--- src/rtl/uart_frame_decoder.sv ---
// uart_frame_decoder
// Turns a stream of received UART bytes into checked, word-packed frames.
// A frame is: SYNC SYNC LEN payload[LEN] CHECKSUM. The checksum is LEN XOR
// every payload byte. Only a frame whose checksum matches is replayed on the
// output, one 32-bit little-endian word at a time. Upstream is held off with
// io_in_ready low while those words drain.
module uart_frame_decoder #(
  parameter logic [7:0] SYNC_BYTE = 8'hCA,
  parameter int         MAX_WORDS = 4
) (
  input  logic        clock,
  input  logic        reset,
  input  logic        io_in_valid,
  input  logic [7:0]  io_in_bits,
  output logic        io_in_ready,
  output logic        io_out_valid,
  output logic [31:0] io_out_bits,
  output logic        io_out_last,
  input  logic        io_out_ready,
  output logic [7:0]  io_frame_count,
  output logic [7:0]  io_err_count
);

  localparam int          WIDX_W    = (MAX_WORDS > 1) ? $clog2(MAX_WORDS) : 1;
  localparam int unsigned MAX_BYTES = 4 * MAX_WORDS;

  typedef enum logic [2:0] {
    IDLE,
    SYNC1,
    LEN,
    PAYLOAD,
    CHECK,
    DRAIN
  } state_t;

  state_t              state_q, state_d;
  logic [7:0]          len_q, len_d;
  logic [7:0]          cnt_q, cnt_d;
  logic [7:0]          chk_q, chk_d;
  logic [WIDX_W-1:0]   widx_q, widx_d;
  logic [WIDX_W-1:0]   lastIdx_q, lastIdx_d;
  logic                outValid_q, outValid_d;
  logic [31:0]         outBits_q, outBits_d;
  logic                outLast_q, outLast_d;
  logic                inReady_q, inReady_d;
  logic [7:0]          frameCnt_q, frameCnt_d;
  logic [7:0]          errCnt_q, errCnt_d;

  logic [31:0]         buf_q [MAX_WORDS];

  logic                byteFire;
  logic                wordFire;
  logic                lenOk;
  logic [5:0]          lenWordsM1;
  logic [WIDX_W-1:0]   widxNext;
  logic [7:0]          errCntInc;
  logic [WIDX_W-1:0]   wrWord;
  logic [4:0]          wrOffset;

  assign byteFire   = io_in_valid && inReady_q;
  assign wordFire   = outValid_q && io_out_ready;
  assign lenOk      = (io_in_bits != 8'd0) && (io_in_bits[1:0] == 2'b00) &&
                      (32'(io_in_bits) <= MAX_BYTES);
  assign lenWordsM1 = io_in_bits[7:2] - 6'd1;
  assign widxNext   = widx_q + WIDX_W'(1);
  assign errCntInc  = (errCnt_q == 8'hFF) ? errCnt_q : errCnt_q + 8'd1;
  assign wrWord     = cnt_q[WIDX_W+1:2];
  assign wrOffset   = {cnt_q[1:0], 3'b000};

  assign io_in_ready    = inReady_q;
  assign io_out_valid   = outValid_q;
  assign io_out_bits    = outBits_q;
  assign io_out_last    = outLast_q;
  assign io_frame_count = frameCnt_q;
  assign io_err_count   = errCnt_q;

  // Next-state logic: walk the frame byte by byte, then replay the buffer.
  always_comb begin
    state_d    = state_q;
    len_d      = len_q;
    cnt_d      = cnt_q;
    chk_d      = chk_q;
    widx_d     = widx_q;
    lastIdx_d  = lastIdx_q;
    outValid_d = outValid_q;
    outBits_d  = outBits_q;
    outLast_d  = outLast_q;
    frameCnt_d = frameCnt_q;
    errCnt_d   = errCnt_q;

    case (state_q)
      IDLE: begin
        if (byteFire && (io_in_bits == SYNC_BYTE)) begin
          state_d = SYNC1;
        end
      end

      SYNC1: begin
        if (byteFire) begin
          state_d = (io_in_bits == SYNC_BYTE) ? LEN : IDLE;
        end
      end

      LEN: begin
        if (byteFire) begin
          if (lenOk) begin
            state_d   = PAYLOAD;
            len_d     = io_in_bits;
            chk_d     = io_in_bits;
            cnt_d     = 8'd0;
            lastIdx_d = lenWordsM1[WIDX_W-1:0];
          end else begin
            state_d  = IDLE;
            errCnt_d = errCntInc;
          end
        end
      end

      PAYLOAD: begin
        if (byteFire) begin
          chk_d = chk_q ^ io_in_bits;
          cnt_d = cnt_q + 8'd1;
          if (cnt_q == (len_q - 8'd1)) begin
            state_d = CHECK;
          end
        end
      end

      CHECK: begin
        if (byteFire) begin
          if (io_in_bits == chk_q) begin
            state_d    = DRAIN;
            widx_d     = '0;
            outValid_d = 1'b1;
            outBits_d  = buf_q[0];
            outLast_d  = (lastIdx_q == '0);
          end else begin
            state_d  = IDLE;
            errCnt_d = errCntInc;
          end
        end
      end

      DRAIN: begin
        if (wordFire) begin
          if (outLast_q) begin
            state_d    = IDLE;
            outValid_d = 1'b0;
            outBits_d  = 32'd0;
            outLast_d  = 1'b0;
            frameCnt_d = frameCnt_q + 8'd1;
          end else begin
            widx_d    = widxNext;
            outBits_d = buf_q[widxNext];
            outLast_d = (widxNext == lastIdx_q);
          end
        end
      end

      default: begin
        state_d = IDLE;
      end
    endcase

    inReady_d = (state_d != DRAIN);
  end

  // State and output registers; reset abandons any frame, even mid-drain.
  always_ff @(posedge clock) begin
    if (reset) begin
      state_q    <= IDLE;
      len_q      <= 8'd0;
      cnt_q      <= 8'd0;
      chk_q      <= 8'd0;
      widx_q     <= '0;
      lastIdx_q  <= '0;
      outValid_q <= 1'b0;
      outBits_q  <= 32'd0;
      outLast_q  <= 1'b0;
      inReady_q  <= 1'b1;
      frameCnt_q <= 8'd0;
      errCnt_q   <= 8'd0;
    end else begin
      state_q    <= state_d;
      len_q      <= len_d;
      cnt_q      <= cnt_d;
      chk_q      <= chk_d;
      widx_q     <= widx_d;
      lastIdx_q  <= lastIdx_d;
      outValid_q <= outValid_d;
      outBits_q  <= outBits_d;
      outLast_q  <= outLast_d;
      inReady_q  <= inReady_d;
      frameCnt_q <= frameCnt_d;
      errCnt_q   <= errCnt_d;
    end
  end

  // Payload buffer; left uninitialised since it is only read after a full frame.
  always_ff @(posedge clock) begin
    if ((state_q == PAYLOAD) && byteFire) begin
      buf_q[wrWord][wrOffset +: 8] <= io_in_bits;
    end
  end

endmodule
--- config.mk ---
export PLATFORM = sky130hd
export DESIGN_NAME = uart_frame_decoder
export DESIGN_NICKNAME = d
export VERILOG_FILES = /design/src/rtl/uart_frame_decoder.sv
export SDC_FILE = /design/constraint.sdc
export NUM_CORES = 1
export LEC_CHECK = 0
export CELL_PAD_IN_SITES_DETAIL_PLACEMENT = 1
export CELL_PAD_IN_SITES_GLOBAL_PLACEMENT = 1
export CORE_ASPECT_RATIO = 0.8
export CORE_MARGIN = 2
export CORE_UTILIZATION = 43
export CTS_CLUSTER_SIZE = 8
export DETAILED_ROUTE_END_ITERATION = 6
export PLACE_DENSITY = 0.77
export SLEW_MARGIN = 0
export SYNTH_ARGS = -nofsm -noshare
export SYNTH_HDL_FRONTEND = slang
export SYNTH_SLANG_ARGS = --single-unit
--- constraint.sdc ---
create_clock -name clock -period 2.1 [get_ports clock]
set_input_delay 0.21 -clock clock [delete_from_list [all_inputs] [get_ports clock]]
set_output_delay 0.21 -clock clock [all_outputs]
set_load 0.01 [all_outputs]
==> run metrics <==
Final Net Count 945; Synth cell types 57; Final Core Density 0.5430; yosys warns 0; mapped cell area 9275 um2; IO Pins 63; run status finished, final reports clean; Synth area leader edfxtp_1; Worst path depth 6; area delta synth->final 25.16%; post-synth top area share 0.4144; CTS tree done; Inst Count DP 1165; Clk pin slew, worst setup/hold paths 50 ps; clk buf depth 3; largest net degree at the start of global routing 37; slowest CP cell dfxtp_1; worst-path cell chain buf_4 -> and3b_1 -> o21ai_2 -> buf_12 -> a22oi_1 -> a211oi_2; gpl congestion 0.8723; core area 21380 um2; Critical Path AT 2390 ps; Synth Flop Type edfxtp_1; non-filler cells, final 1216; Post-Synthesis Cells 803; DR pass1 iterations 5; die width 168.2 um; remaining antenna violation count 0; Die H 135.4 um; post-synthesis mux area share 0.03669; first-pass GRT wire length 42.30 mm; Critical Path Start Type flip-flop; Worst slew margin 0.5663; main combinational cell family by area after synthesis compound AO/OA/AOI/OAI gates; Worst Path Max Fanout 29; worst min path class in2reg; num rows 48; worst-margin pin slew 644.7 ps; worst path required time 2500 ps; worst skew pair latency 550 ps; input/output buffers 62; period utilisation layout 0.9469; gr usage total 0.2378; Remaining DRCs 0; DR iter-0 viols 344; Initial Utilization 0.4338; pre-CTS WS -262.5 ps; hold_sp reset; complex-gate fraction of the synthesized area 0.1508; wirelength, routed 26.50 mm; Leak 3.678 nW; Avg Cell Area, Syn 11.55 um2; register area share after synthesis 0.5914; CP top delay family compound AO/OA/AOI/OAI gates; f_max 502.9 MHz; worst setup path class reg2reg; Tmin final 1989 ps; H-tree levels 1; ys async rst share 0; Setup Skew 18.14 ps; WL/cell 21.79 um; cells on worst reg2reg path 6; Critical path origin state_q[0]; Sink Count 210; via count 6955; share of layout cells above drive strength 1 0.1711; multi-input combinational cell area 3513 um2; max_cap viols 0; initial antenna violation count 0; # diodes 0; FILL cells 2224; die area 22770 um2; XOR/XNOR Fraction of Synth Area 0.03494; Pwr per Cell Area 767.7 nW/um2; grt ovf 0; Slew Viols, Final 0; RSZ-0062 raised after global routing false; CTS root buffer clkbuf_16; Crit. End Element flip-flop; worst path bufs/invs 2; Post-Synthesis Net Count 825; Max stage delay on crit path 460 ps; vias per cell 5.720; Tot Pwr 8.912 mW; CTS buffer count 30; smallest hold slack 467.4 ps; Post-DP HPWL 17.10 mm; number of flops mapped to enable cells by yosys 128; Setup violations, final 0; count of state elements after synthesis 210; WHS Path Cells 3; Synth Area in Simple Gates 0.1400; final worst slack 111.4 ps; number of global-route vias before repair 7397; Post-Synth Adder-Cell Area 0.01349; worst r2r src state_q[0]; register area 5487 um2; Final Hold Viols 0; largest cells by area after synthesis edfxtp_1, dfxtp_1, a211oi_2; worst vdd ir 0.4507 mV
## final timing paths
check	end	slack (ps)
max	io_out_bits[19]	110
min	io_err_count[6]	470
max reg2reg	io_out_bits[19]	110
min reg2reg	len_q[0]	480
## synthesized netlist by cell type, types with 3 or more instances
cell type,n
nor3_1,19
a211oi_1,9
buf_4,4
nand2b_1,8
nand2_1,59
a211oi_2,29
o31ai_1,6
o211ai_1,3
buf_2,8
and2_1,39
inv_1,11
ha_1,10
xor2_1,13
o21ai_0,44
edfxtp_1,128
or4_1,7
nor2_1,47
nand4_1,14
and3_1,5
clkbuf_1,42
dfxtp_1,82
and3b_1,3
nand3b_1,4
nand3_1,17
o21bai_1,3
nor3b_1,3
nor4_1,4
mux2i_1,34
a21oi_1,57
buf_6,3
nor2b_1,3
a22oi_1,32
xnor2_1,24
## where the power goes
group | switching [mW] | internal [mW] | leakage (nW)
Combinational | 0.113 | 0.0612 | 1.64
Clock | 1.76 | 2.64 | 0.406
Sequential | 0.0000598 | 4.34 | 1.63
## per-layer routing
metal  vias up  global-route usage  wire [um]
met5         -                   0          0
met4         0             0.06322        611
met3        47             0.03681       1419
met2       187              0.4150      13130
met1      3515              0.3114      11340
li1       3206                   -          -
## placed cells by master, fill, tap and decap left out, types with 7 or more instances in the layout
cell and instances:
a22oi_1 32, edfxtp_1 128, mux2i_1 34, a211oi_2 30, xor2_1 13, nand2b_1 8, or4_1 7, ha_1 9
nand4_1 14, a21oi_1 57, and2_1 39, buf_12 10, nand3_1 17, a211oi_1 8, clkdlybuf4s50_1 61, nand2_1 59
xnor2_1 24, nor2_1 46, buf_4 72, dfxtp_1 81, o21ai_0 44, inv_1 11, clkbuf_16 30, nor3_1 19
clkbuf_1 18
## state kept, by name, summed over array words and instances (netlist names)
| register | count |
|---|---|
| lastIdx_q | 2 |
| io_in_ready | 1 |
| io_out_last | 1 |
| io_frame_count | 8 |
| cnt_q | 8 |
| io_out_valid | 1 |
| buf_q | 128 |
| chk_q | 8 |
| widx_q | 2 |
| io_err_count | 8 |
| len_q | 8 |
| io_out_bits | 32 |
| state_q | 3 |
## kinds of logic (layout without fill, tap and decap cells)
kind of cell,after synthesis,count (layout)
flip-flops,210,210
XOR/XNOR,37,37
AO/OA/AOI/OAI,198,198
adder cells (fa/ha/maj),10,10
AND/OR/NAND/NOR,246,246
multiplexers,34,34
buffers and inverters,68,206
## worst register-to-register path: cells and delay by family, from the launching register on
kind,cells,cell delay [ps]
flip-flops,1,460
buffers and inverters,2,400
AO/OA/AOI/OAI,3,660
AND/OR/NAND/NOR,1,320
## timing repair
| action | in CTS | in global routing |
|---|---|---|
| setup endpoints to repair | 6 | 2 |
| gates resized for setup | 1 | 2 |
| hold buffers | 1 | 0 |
| buffers inserted | 0 | 0 |
| endpoints found under the hold margin | 2 | 0 |
## cell type report
type                    count  area share
well taps                 275     0.02964
clock inverters             2    0.003341
multi-input cells         525      0.3027
inverters                  11    0.003557
clock buffers              48     0.07049
flip-flops and latches    210      0.4726
repair buffers            145      0.1177
## metrics by stage
stage,cell area [um2],setup TNS [ps]
final,11610,0
after global routing,11610,0
after CTS,11600,0
after floorplan,9275,0
after detailed placement,10730,-8106
after global placement,10730,-6020
(Power assumes the default switching activity.)
